### config.mk
export PLATFORM = sky130hd
export DESIGN_NAME = bus_arbiter
export DESIGN_NICKNAME = d
export VERILOG_FILES = /design/src/rtl/bus_arbiter.sv
export SDC_FILE = /design/constraint.sdc
export NUM_CORES = 1
export LEC_CHECK = 0
export CAP_MARGIN = 20
export CORE_MARGIN = 4
export CORE_UTILIZATION = 45
export CTS_CLUSTER_SIZE = 28
export DETAILED_ROUTE_END_ITERATION = 8
export PLACE_DENSITY = 0.72
export SETUP_SLACK_MARGIN = 0.15
export SLEW_MARGIN = 20
export SYNTH_ARGS = -nofsm -noshare
export SYNTH_HDL_FRONTEND = slang
export SYNTH_SLANG_ARGS = --single-unit
### constraint.sdc
create_clock -name Clock -period 1.6 [get_ports Clock]
set_input_delay 0.16 -clock Clock [delete_from_list [all_inputs] [get_ports Clock]]
set_output_delay 0.16 -clock Clock [all_outputs]
set_load 0.1 [all_outputs]
### src/rtl/bus_arbiter.sv
`default_nettype none
// ============================================================================
// Module   : bus_arbiter
// Purpose  : Round-robin grant/settle/capture/release sequencer for the shared
//            tri-state data bus.
// Revision : 1.0  initial release
// ============================================================================
module bus_arbiter #(
    parameter int NREQ   = 4,
    parameter int SETTLE = 1,
    localparam int PW    = (NREQ > 1) ? $clog2(NREQ) : 1
) (
    input  logic            Clock,
    input  logic            ResetN,
    input  logic [NREQ-1:0] Req,
    output logic [NREQ-1:0] EnableIn,
    output logic [NREQ-1:0] Ack,
    output logic            LoadOut,
    output logic [PW-1:0]   GrantId,
    output logic            Busy
);

    typedef enum logic [1:0] {
        IDLE    = 2'd0,
        DRIVE   = 2'd1,
        CAPTURE = 2'd2,
        RELEASE = 2'd3
    } state_t;

    localparam logic [NREQ-1:0] c_ONE = {{(NREQ-1){1'b0}}, 1'b1};

    state_t          r_state,    w_state;
    logic [NREQ-1:0] r_enableIn, w_enableIn;
    logic [NREQ-1:0] r_ack,      w_ack;
    logic            r_loadOut,  w_loadOut;
    logic [PW-1:0]   r_grantId,  w_grantId;
    logic            r_busy,     w_busy;
    logic [PW-1:0]   r_ptr,      w_ptr;
    logic [3:0]      r_cnt,      w_cnt;

    logic [PW-1:0]   w_pick;
    logic            w_found;
    logic [PW-1:0]   w_ptrInc;

    // First requester at or after the pointer, wrapping modulo NREQ.
    always_comb begin : p_pick
        int            k;
        logic [PW-1:0] cand;
        w_pick  = '0;
        w_found = 1'b0;
        k       = 0;
        cand    = '0;
        for (int i = 0; i < NREQ; i++) begin
            k    = (int'(r_ptr) + i) % NREQ;
            cand = PW'(k);
            if (!w_found && Req[cand]) begin
                w_found = 1'b1;
                w_pick  = cand;
            end
        end
    end

    assign w_ptrInc = (r_grantId == PW'(NREQ - 1)) ? '0 : r_grantId + PW'(1);

    always_comb begin
        w_state    = r_state;
        w_enableIn = r_enableIn;
        w_ack      = '0;
        w_loadOut  = 1'b0;
        w_grantId  = r_grantId;
        w_ptr      = r_ptr;
        w_cnt      = r_cnt;
        case (r_state)
            IDLE: begin
                if (w_found) begin
                    w_grantId  = w_pick;
                    w_enableIn = c_ONE << w_pick;
                    w_cnt      = 4'(SETTLE);
                    w_state    = DRIVE;
                end
            end
            DRIVE: begin
                // A dropped request abandons the transfer; pointer is not advanced.
                if (!Req[r_grantId]) begin
                    w_enableIn = '0;
                    w_state    = RELEASE;
                end else begin
                    w_cnt = r_cnt - 4'd1;
                    if (r_cnt == 4'd1) begin
                        w_state   = CAPTURE;
                        w_loadOut = 1'b1;
                        w_ack     = r_enableIn;
                    end
                end
            end
            CAPTURE: begin
                w_enableIn = '0;
                w_ptr      = w_ptrInc;
                w_state    = RELEASE;
            end
            RELEASE: begin
                w_state = IDLE;
            end
            default: begin
                w_enableIn = '0;
                w_state    = IDLE;
            end
        endcase
        w_busy = (w_state != IDLE);
    end

    always_ff @(posedge Clock or negedge ResetN) begin
        if (!ResetN) begin
            r_state    <= IDLE;
            r_enableIn <= '0;
            r_ack      <= '0;
            r_loadOut  <= 1'b0;
            r_grantId  <= '0;
            r_busy     <= 1'b0;
            r_ptr      <= '0;
            r_cnt      <= '0;
        end else begin
            r_state    <= w_state;
            r_enableIn <= w_enableIn;
            r_ack      <= w_ack;
            r_loadOut  <= w_loadOut;
            r_grantId  <= w_grantId;
            r_busy     <= w_busy;
            r_ptr      <= w_ptr;
            r_cnt      <= w_cnt;
        end
    end

    assign EnableIn = r_enableIn;
    assign Ack      = r_ack;
    assign LoadOut  = r_loadOut;
    assign GrantId  = r_grantId;
    assign Busy     = r_busy;

endmodule
`default_nettype wire

; ---- Word-level counts from Yosys, hierarchy flattened
; Cells that the tools add are included.
[classes]
add_sub_neg = 5
magnitude_cmp = 5
eq_ne = 8
n_shift = 1
mux = 35
n_reduce_logical = 13
[ops]
columns = op, count
row1 = 4-bit 2-to-1 mux, 7
row2 = 2-bit 2-to-1 mux, 8
row3 = "2-bit by 3-bit < comparator with 1-bit output, second input constant", 5
row4 = 1-bit 2-to-1 mux, 12
row5 = 4-bit one-hot mux with 3 select lines, 1
row6 = 1-bit binary-select mux with 2-bit select, 5
row7 = 2-bit one-hot mux with 4 select lines, 1
row8 = 4-bit one-hot mux with 2 select lines, 1
row9 = "2-bit == test, second input constant", 3
row10 = "2-bit != test, second input constant", 3
row11 = 3-bit AND reduction, 2
row12 = "2-bit by 1-bit adder with 2-bit output, second input constant", 2
row13 = "2-bit adder, second input constant", 2
row14 = "4-bit by 1-bit == test with 1-bit output, second input constant", 1
row15 = 2-bit nonzero test, 2
row16 = "1-bit by 2-bit left shift with 4-bit output, first input constant", 1
row17 = "4-bit by 1-bit subtractor with 4-bit output, second input constant", 1
row18 = 1-bit logical AND, 3
row19 = 1-bit zero test, 3
row20 = 3-bit nonzero test, 1
row21 = "2-bit by 1-bit == test with 1-bit output, second input constant", 1
row22 = 2-bit zero test, 1
row23 = 2-bit AND reduction, 1
[totals]
regBits = 20
inputBits = 6
output_inout_bits = 12
wordCells = 75

; ---- Logic depth before layout (Yosys ltp)
; Gate-level depths: netlist of the first run.
[depth]
word_depth = 15
ltp_mapped = 7
depth_no_buf = 6

; ---- Worst setup path after synthesis of the first run
; No wires, ideal clock.
[synth_timing]
path_kind = register to register
start = register r_grantId[1], in the netlist GrantId[1]
end = register r_enableIn[3], in the netlist EnableIn[3]
setup_ns = 0.095
arrival_time_ns = 2.304
required_ns = 1.505
slack_ns = -0.800
stages_incl_launch_ff = 4
n_path_buf = 0
period_less_slack_ns = 2.400
cell_sequence = dfrtp_1 > mux4_2 > a221o_1 > o31ai_1
[synth_via]
elab_chain_len = 4
[synth_lines]
columns = element, line
row1 = from (decl), 36  ; logic [PW-1:0] r_grantId, w_grantId;
row2 = from (signal assigned), 127  ; r_grantId <= w_grantId;
row3 = 1-bit binary-select mux with 2-bit select, 84  ; if (!Req[r_grantId]) begin
row4 = 1-bit 2-to-1 mux (implied by the code), 84
row5 = 2-bit != test (no source line), --
row6 = 3-bit AND reduction (no source line), --
row7 = to (signal assigned), 124  ; r_enableIn <= w_enableIn;
row8 = to (decl), 33  ; logic [NREQ-1:0] r_enableIn, w_enableIn;
; No other way between the ends. The select of a mux whose other input is x is not followed.
; A chain may end at the register's enable or synchronous reset.

; ---- Final worst setup path of the first run
; Ends and elaborated chain as after synthesis.

==> flow_summary_export.csv, run 1 <==
group,metric,value,unit
place,dp_hpwl,1.96,mm
timing,rsz0062_at_grt,"true",
timing,hold_viol_final,0,
yosys,synth_fp_nets,117,
pwr,irDropWorstVdd,1.56,mV
critical_path,reg2reg_from,"GrantId[1]$_DFFE_PN0P_",
yosys,syn-cell-area,1090,sq um
cts,cts_root_buffer,"clkbuf_4",
cts,clock_latency,0.30,ns
cts,numCtsBuffers,3,
layout,area_growth,53.0,%
timing,finalCriticalPeriod,1.69,ns
critical_path,cp-start-kind,"flop",
timing,fmax,590,MHz
timing,slew_headroom,80.5,%
critical_path,crit_type,"reg2reg",
timing,finalMaxSlewViolations,0,
cts,cts.htree.levels,1,
critical_path,critPathLaunch,"GrantId[1]$_DFFE_PN0P_",
critical_path,cp-end-kind,"flop",
grt,grt_pass1_vias,973,
floorplanning,die_y,57.3,um
grt,grt_max_degree,21,
place,gp_congestion,0.787,
routing,wl_per_cell,14.3,um
routing,drc,0,
yosys,synth-main-ff-cell,"dfrtp_1",
layout,antenna_cells,0,
routing,dr.first_iter.drc_count,17,
hold_path,min_path_type,"in2async",
layout,drive_gt1_share,44.1,%
yosys,yosysMostFrequentCell,"dfrtp_1",
critical_path,crit_path_cell_trace,"mux4_2, a221o_2, o31ai_1",
yosys,synth_cell_types,33,
yosys,synth-seq-cells,20,
floorplanning,fp.coreArea,2250,sq um
timing,setup_slack,-0.0946,ns
pwr,p_leak,0.753,nW
grt,grt_usage,16.9,%
floorplanning,floorplan.initialDensity,48.5,%
grt,grt_antenna_before_repair,0,
cts,numClockSinks,20,
critical_path,rr_endpoint,"EnableIn[3]$_DFFE_PN0P_",
timing,setup_violations,6,
routing,routed_wl,2.47,mm
timing,finClkSkew,0.00661,ns
routing,antenna_left,0,
critical_path,endpoint,"EnableIn[3]$_DFFE_PN0P_",
critical_path,cp_max_fo,8,
routing,vias,941,
layout,fillers,156,
floorplanning,ios,18,
routing,dr.pass1.iters,4,
critical_path,cp.arrival,1.90,ns
layout,finalInstanceArea,1670,sq um
floorplanning,die_w,57.3,um
yosys,synth.area.top_cells,"dfrtp_1 46%, ha_1 6.9%, mux2_2 6.2%",
yosys,synthTopCellsByCount,"20 x dfrtp_1, 13 x nand2_1, 7 x nor2_1, 6 x ha_1, 6 x mux2_2",
layout,stdcell_count,173,
grt,overflow,0,
critical_path,worst_path_max_delay_cell,"mux4_2",
yosys,yosysWarnings,0,
yosys,syn_inst,105,
pwr,power_density,2200,nW/um^2
yosys,synthArstFlopShare,100,%
critical_path,r2r_setup_slack,-0.09,ns
place,dp_cells,164,
place,io_buffers,17,
place,place_area,1550,sq um
routing,avgViaCountPerCell,5.44,
yosys,synth_top_area_cell,"dfrtp_1",
yosys,avgSynthCellArea,10.4,sq um
cts,path_clk_slew,0.11,ns
run_status,violations,"negative setup slack",
cts,clockBufferDepth,2,
timing,tightest_slew,0.290,ns
critical_path,rr_worst_depth,3,
yosys,synth_edf_count,0,
timing,min_period_over_period,106,%
run_status,outcome,"finished with violations",
layout,multiInputGateArea,608,sq um
grt,grt_pass1_wl,4.33,mm
layout,nNetsFinal,158,
floorplanning,num_rows,17,
floorplanning,dieArea,3280,sq um
job,max-cap-violations,0,
yosys,yosys.area.top_type_share,45.8,%
cts,cts_tree,"done",
critical_path,crit_required,1.81,ns
critical_path,max_stage_delay,0.54,ns
layout,regArea,508,sq um
yosys,yosysSeqAreaShare,45.8,%
-- cells in the final DEF (no fill, tap or decap), types with 2 or more instances in the layout --
master,Yosys,layout
nor3_1,3,2
dfrtp_4,0,2
or3_1,2,2
xnor2_1,2,2
a22o_1,3,3
nand2b_1,3,3
dfrtp_1,20,18
o31ai_1,5,2
nand2_1,13,13
clkdlybuf4s50_1,0,5
inv_2,0,2
a21oi_1,2,2
inv_1,5,3
and2_1,4,4
buf_12,0,12
buf_4,0,22
a31oi_1,2,2
clkbuf_4,0,3
nor2_1,7,6
mux2_2,6,5
ha_1,6,4
o31ai_2,0,3
-- metrics by stage --
stage	setup WS (ns)	util (%)	setup TNS (ns)	total power, mW	hold slack [ns]
6_report	-0.0946	74.2	-0.505	3.68	0.189
5_1_grt	-0.148	74.2	-0.899	3.93	0.209
4_1_cts	-0.125	71.4	-0.644	3.55	0.201
3_5_place_dp	-0.294	68.7	-2.60	3.18	0.528
3_3_place_gp	-0.242	68.7	-1.92	3.11	0.520
2_1_floorplan	-0.371	-	-2.41	2.33	-0.136
-- cell type report --
type / count / share of cell area [%]
clock buffers: 4 / 2.17
inverters: 5 / 1.12
multi-input cells: 76 / 36.4
flip-flops and latches: 20 / 30.4
well taps: 28 / 2.09
repair buffers: 40 / 27.9
-- where the power goes --
part / switching, mW / internal, mW / leakage [nW]
Clock: 0.149 / 0.139 / 0.0210
Sequential: 0.182 / 0.696 / 0.254
Combinational: 1.39 / 1.13 / 0.478
-- registers in the layout, indices dropped and copies added, names as in the netlist --
signal / flops
Ack: 4
Busy: 1
EnableIn: 4
GrantId: 2
LoadOut: 1
r_cnt: 4
r_ptr: 2
r_state: 2
-- how the worst min path moves through the flow --
stage / end / depth (start not counted) / startpoint / slack [ns]
after CTS: LoadOut$_DFF_PN0_ / 2 / ResetN / 0.20
after detailed placement: Ack[2]$_DFF_PN0_ / 2 / ResetN / 0.53
after global placement: Ack[1]$_DFF_PN0_ / 2 / ResetN / 0.52
after floorplan: Ack[0]$_DFF_PN0_ / 0 / ResetN / -0.14
final: LoadOut$_DFF_PN0_ / 2 / ResetN / 0.19
after global routing: Ack[2]$_DFF_PN0_ / 2 / ResetN / 0.21
-- logic make-up (layout without fill, tap and decap cells) --
| kind of cell | after synthesis | in the layout | share of synthesized area (%) |
|---|---|---|---|
| mux | 7 | 7 | 8.24 |
| flops | 20 | 20 | 45.8 |
| compound gates | 24 | 24 | 16.8 |
| buf+inv | 9 | 49 | 3.78 |
| simple gates | 37 | 37 | 16.9 |
| xor+xnor | 2 | 2 | 1.60 |
| fa+ha+maj | 6 | 6 | 6.86 |
-- critical path: cells and delay by family (launching register included) --
family	cells	cell delay [ns]
compound gates	2	0.63
flops	1	0.43
mux	1	0.54
-- metal layers --
layer  global-route usage (%)  share of wire (%)
met5                        0                  0
met4                     4.97                1.5
met3                     4.07                4.2
met2                     31.3                 52
met1                     19.2                 42
-- repair_timing --
item / in CTS / in global routing
buffers inserted: 0 / 5
endpoints found under the setup margin: 14 / 18
pin swaps: 10 / 4
hold buffers: 0 / 0
resized for setup: 8 / 7
Note: power is estimated with default switching activity, not from simulation.
==> inputs of run 2 (changes only) <==
--- a/config.mk
+++ b/config.mk
@@ -7,10 +7,9 @@
 export LEC_CHECK = 0
 export CAP_MARGIN = 20
 export CORE_MARGIN = 4
-export CORE_UTILIZATION = 45
+export CORE_UTILIZATION = 39
 export CTS_CLUSTER_SIZE = 28
 export DETAILED_ROUTE_END_ITERATION = 8
-export PLACE_DENSITY = 0.72
 export SETUP_SLACK_MARGIN = 0.15
 export SLEW_MARGIN = 20
 export SYNTH_ARGS = -nofsm -noshare
==> flow_summary_export.csv, run 2 (synthesis gave the netlist of run 1 again) <==
group,metric,value,unit
run_status,outcome,"finished with violations",
run_status,violations,"negative setup slack",
layout,postLayoutCoreUtil,66.5,%
layout,final_cell_mix,"20 x buf_4, 17 x dfrtp_1, 13 x nand2_1, 12 x buf_12, 6 x nor2_1",
layout,stdcell_count,173,
routing,wl_met1,1.09,mm
layout,layout_commonest_cell,"buf_4",
layout,nNetsFinal,156,
critical_path,crit_buf_inv,0,
cts,clock_latency,0.30,ns
cts,cts.htree.levels,1,
cts,cts_root_buffer,"clkbuf_4",
floorplanning,die_w,61.0,um
floorplanning,num_rows,18,
grt,grt_antenna_before_repair,0,
routing,routed_wl,2.42,mm
job,max-cap-violations,0,
cts,numCtsBuffers,3,
floorplanning,ios,18,
critical_path,cp-end-kind,"flop",
grt,grt_pass1_vias,964,
timing,setup_violations,6,
layout,fillers,204,
place,dp_hpwl,1.89,mm
pwr,p_leak,0.751,nW
pwr,irDropWorstVdd,1.74,mV
critical_path,crit_path_cell_trace,"mux4_2, a221o_2, o31ai_1",
timing,hold_viol_final,0,
grt,grt_usage,15.1,%
routing,drc,0,
grt,grt_pass1_wl,4.10,mm
timing,tightest_slew,0.350,ns
cts,path_clk_slew,0.12,ns
routing,routed-wl-met2,1.19,mm
pwr,power_density,2250,nW/um^2
critical_path,cp_max_fo,8,
routing,wl_met3,97,um
cts,holdBufCountCts,0,
cts,clockBufferDepth,2,
layout,area_growth,56.1,%
timing,min_period_over_period,108,%
floorplanning,dieArea,3710,sq um
grt,grt_max_degree,21,
place,io_buffers,17,
floorplanning,die_y,61.0,um
critical_path,cp-start-kind,"flop",
routing,avgViaCountPerCell,5.34,
timing,finClkSkew,0.00353,ns
cts,numClockSinks,20,
pwr,total_power,3.84,mW
timing,setup_slack,-0.121,ns
routing,antenna_left,0,
timing,finalCriticalPeriod,1.72,ns
cts,cts_tree,"done",
layout,antenna_cells,0,
floorplanning,fp.coreArea,2570,sq um
timing,rsz0062_at_grt,"true",
routing,routed.top_layer,"met4",
critical_path,cp.arrival,1.93,ns
critical_path,crit_required,1.81,ns
place,gp_congestion,0.839,
floorplanning,floorplan.initialDensity,42.6,%
timing,fmax,581,MHz
critical_path,worst_path_max_delay_cell,"mux4_2",
routing,dr.first_iter.drc_count,19,
critical_path,critical-path-top-delay-family,"compound AO/OA/AOI/OAI gates",
critical_path,max_stage_delay,0.53,ns
timing,finalMaxSlewViolations,0,
timing,slew_headroom,76.5,%
routing,vias,924,
hold_path,min_path_type,"in2async",
place,dp_cells,167,
critical_path,crit_type,"reg2reg",
layout,drive_gt1_share,44.1,%
routing,wl_per_cell,14.0,um
grt,overflow,0,
routing,dr.pass1.iters,4,
-- run 2: cell types whose count changed in the layout (fill, tap and decap cells not counted), sizes merged --
cell,change
clkbuf,-1
buf,-2
bufinv,+1
-- run 2: power by group --
| group | switching, mW | internal [mW] | leakage (nW) | total, mW |
|---|---|---|---|---|
| clock network | 0.157 | 0.253 | 0.0279 | 0.410 |
| registers | 0.177 | 0.698 | 0.252 | 0.875 |
| logic | 1.41 | 1.15 | 0.471 | 2.55 |
| total | 1.74 | 2.10 | 0.751 | 3.84 |
-- run 2: final timing paths --
kind	end	slack, ns	startpoint	depth (start not counted)
max reg2reg	EnableIn[3]$_DFFE_PN0P_	-0.12	GrantId[1]$_DFFE_PN0P_	3
min	r_cnt[0]$_DFFE_PN0P_	0.19	ResetN	2
max	EnableIn[3]$_DFFE_PN0P_	-0.12	GrantId[1]$_DFFE_PN0P_	3
min in group Clock	EnableIn[0]$_DFFE_PN0P_	0.56	EnableIn[0]$_DFFE_PN0P_	2
max in group asynchronous	GrantId[0]$_DFFE_PN0P_	1.19	ResetN	2
min reg2reg	EnableIn[0]$_DFFE_PN0P_	0.56	EnableIn[0]$_DFFE_PN0P_	2
-- run 2: through the flow --
step	TNS, ns	worst slack, ns	area [sq um]	hold WS (ns)
6_report	-0.387	-0.121	1710	0.185
5_1_grt	-0.976	-0.195	1710	0.196
4_1_cts	-0.512	-0.129	1630	0.194
3_5_place_dp	-2.14	-0.269	1560	0.529
3_3_place_gp	-1.74	-0.222	1560	0.523
2_1_floorplan	-2.41	-0.371	1110	-0.136
-- run 2: timing repair --
item                                    CTS  global route
endpoints found under the setup margin   14            19
endpoints found under the hold margin     0             0
resized for setup                         6            13
buffers inserted                          0             2
pin swaps                                 3             7
-- run 2: per-layer routing --
| layer | vias to the layer above | GRT usage, % |
|---|---|---|
| met4 | 0 | 8.67 |
| met2 | 19 | 25.5 |
| met1 | 446 | 17.7 |
| met3 | 4 | 3.40 |
| li1 | 455 | - |
| met5 | - | 0 |
-- run 2: final cells by class --
type / count / area, sq um / area share, %
multi-input combinational: 76 / 637 / 37.3
clock buffer: 3 / 22.5 / 1.32
tap: 30 / 37.5 / 2.20
timing repair buffer: 38 / 452 / 26.5
clock inverter: 1 / 30.0 / 1.76
sequential: 20 / 509 / 29.8
inverter: 5 / 18.8 / 1.10
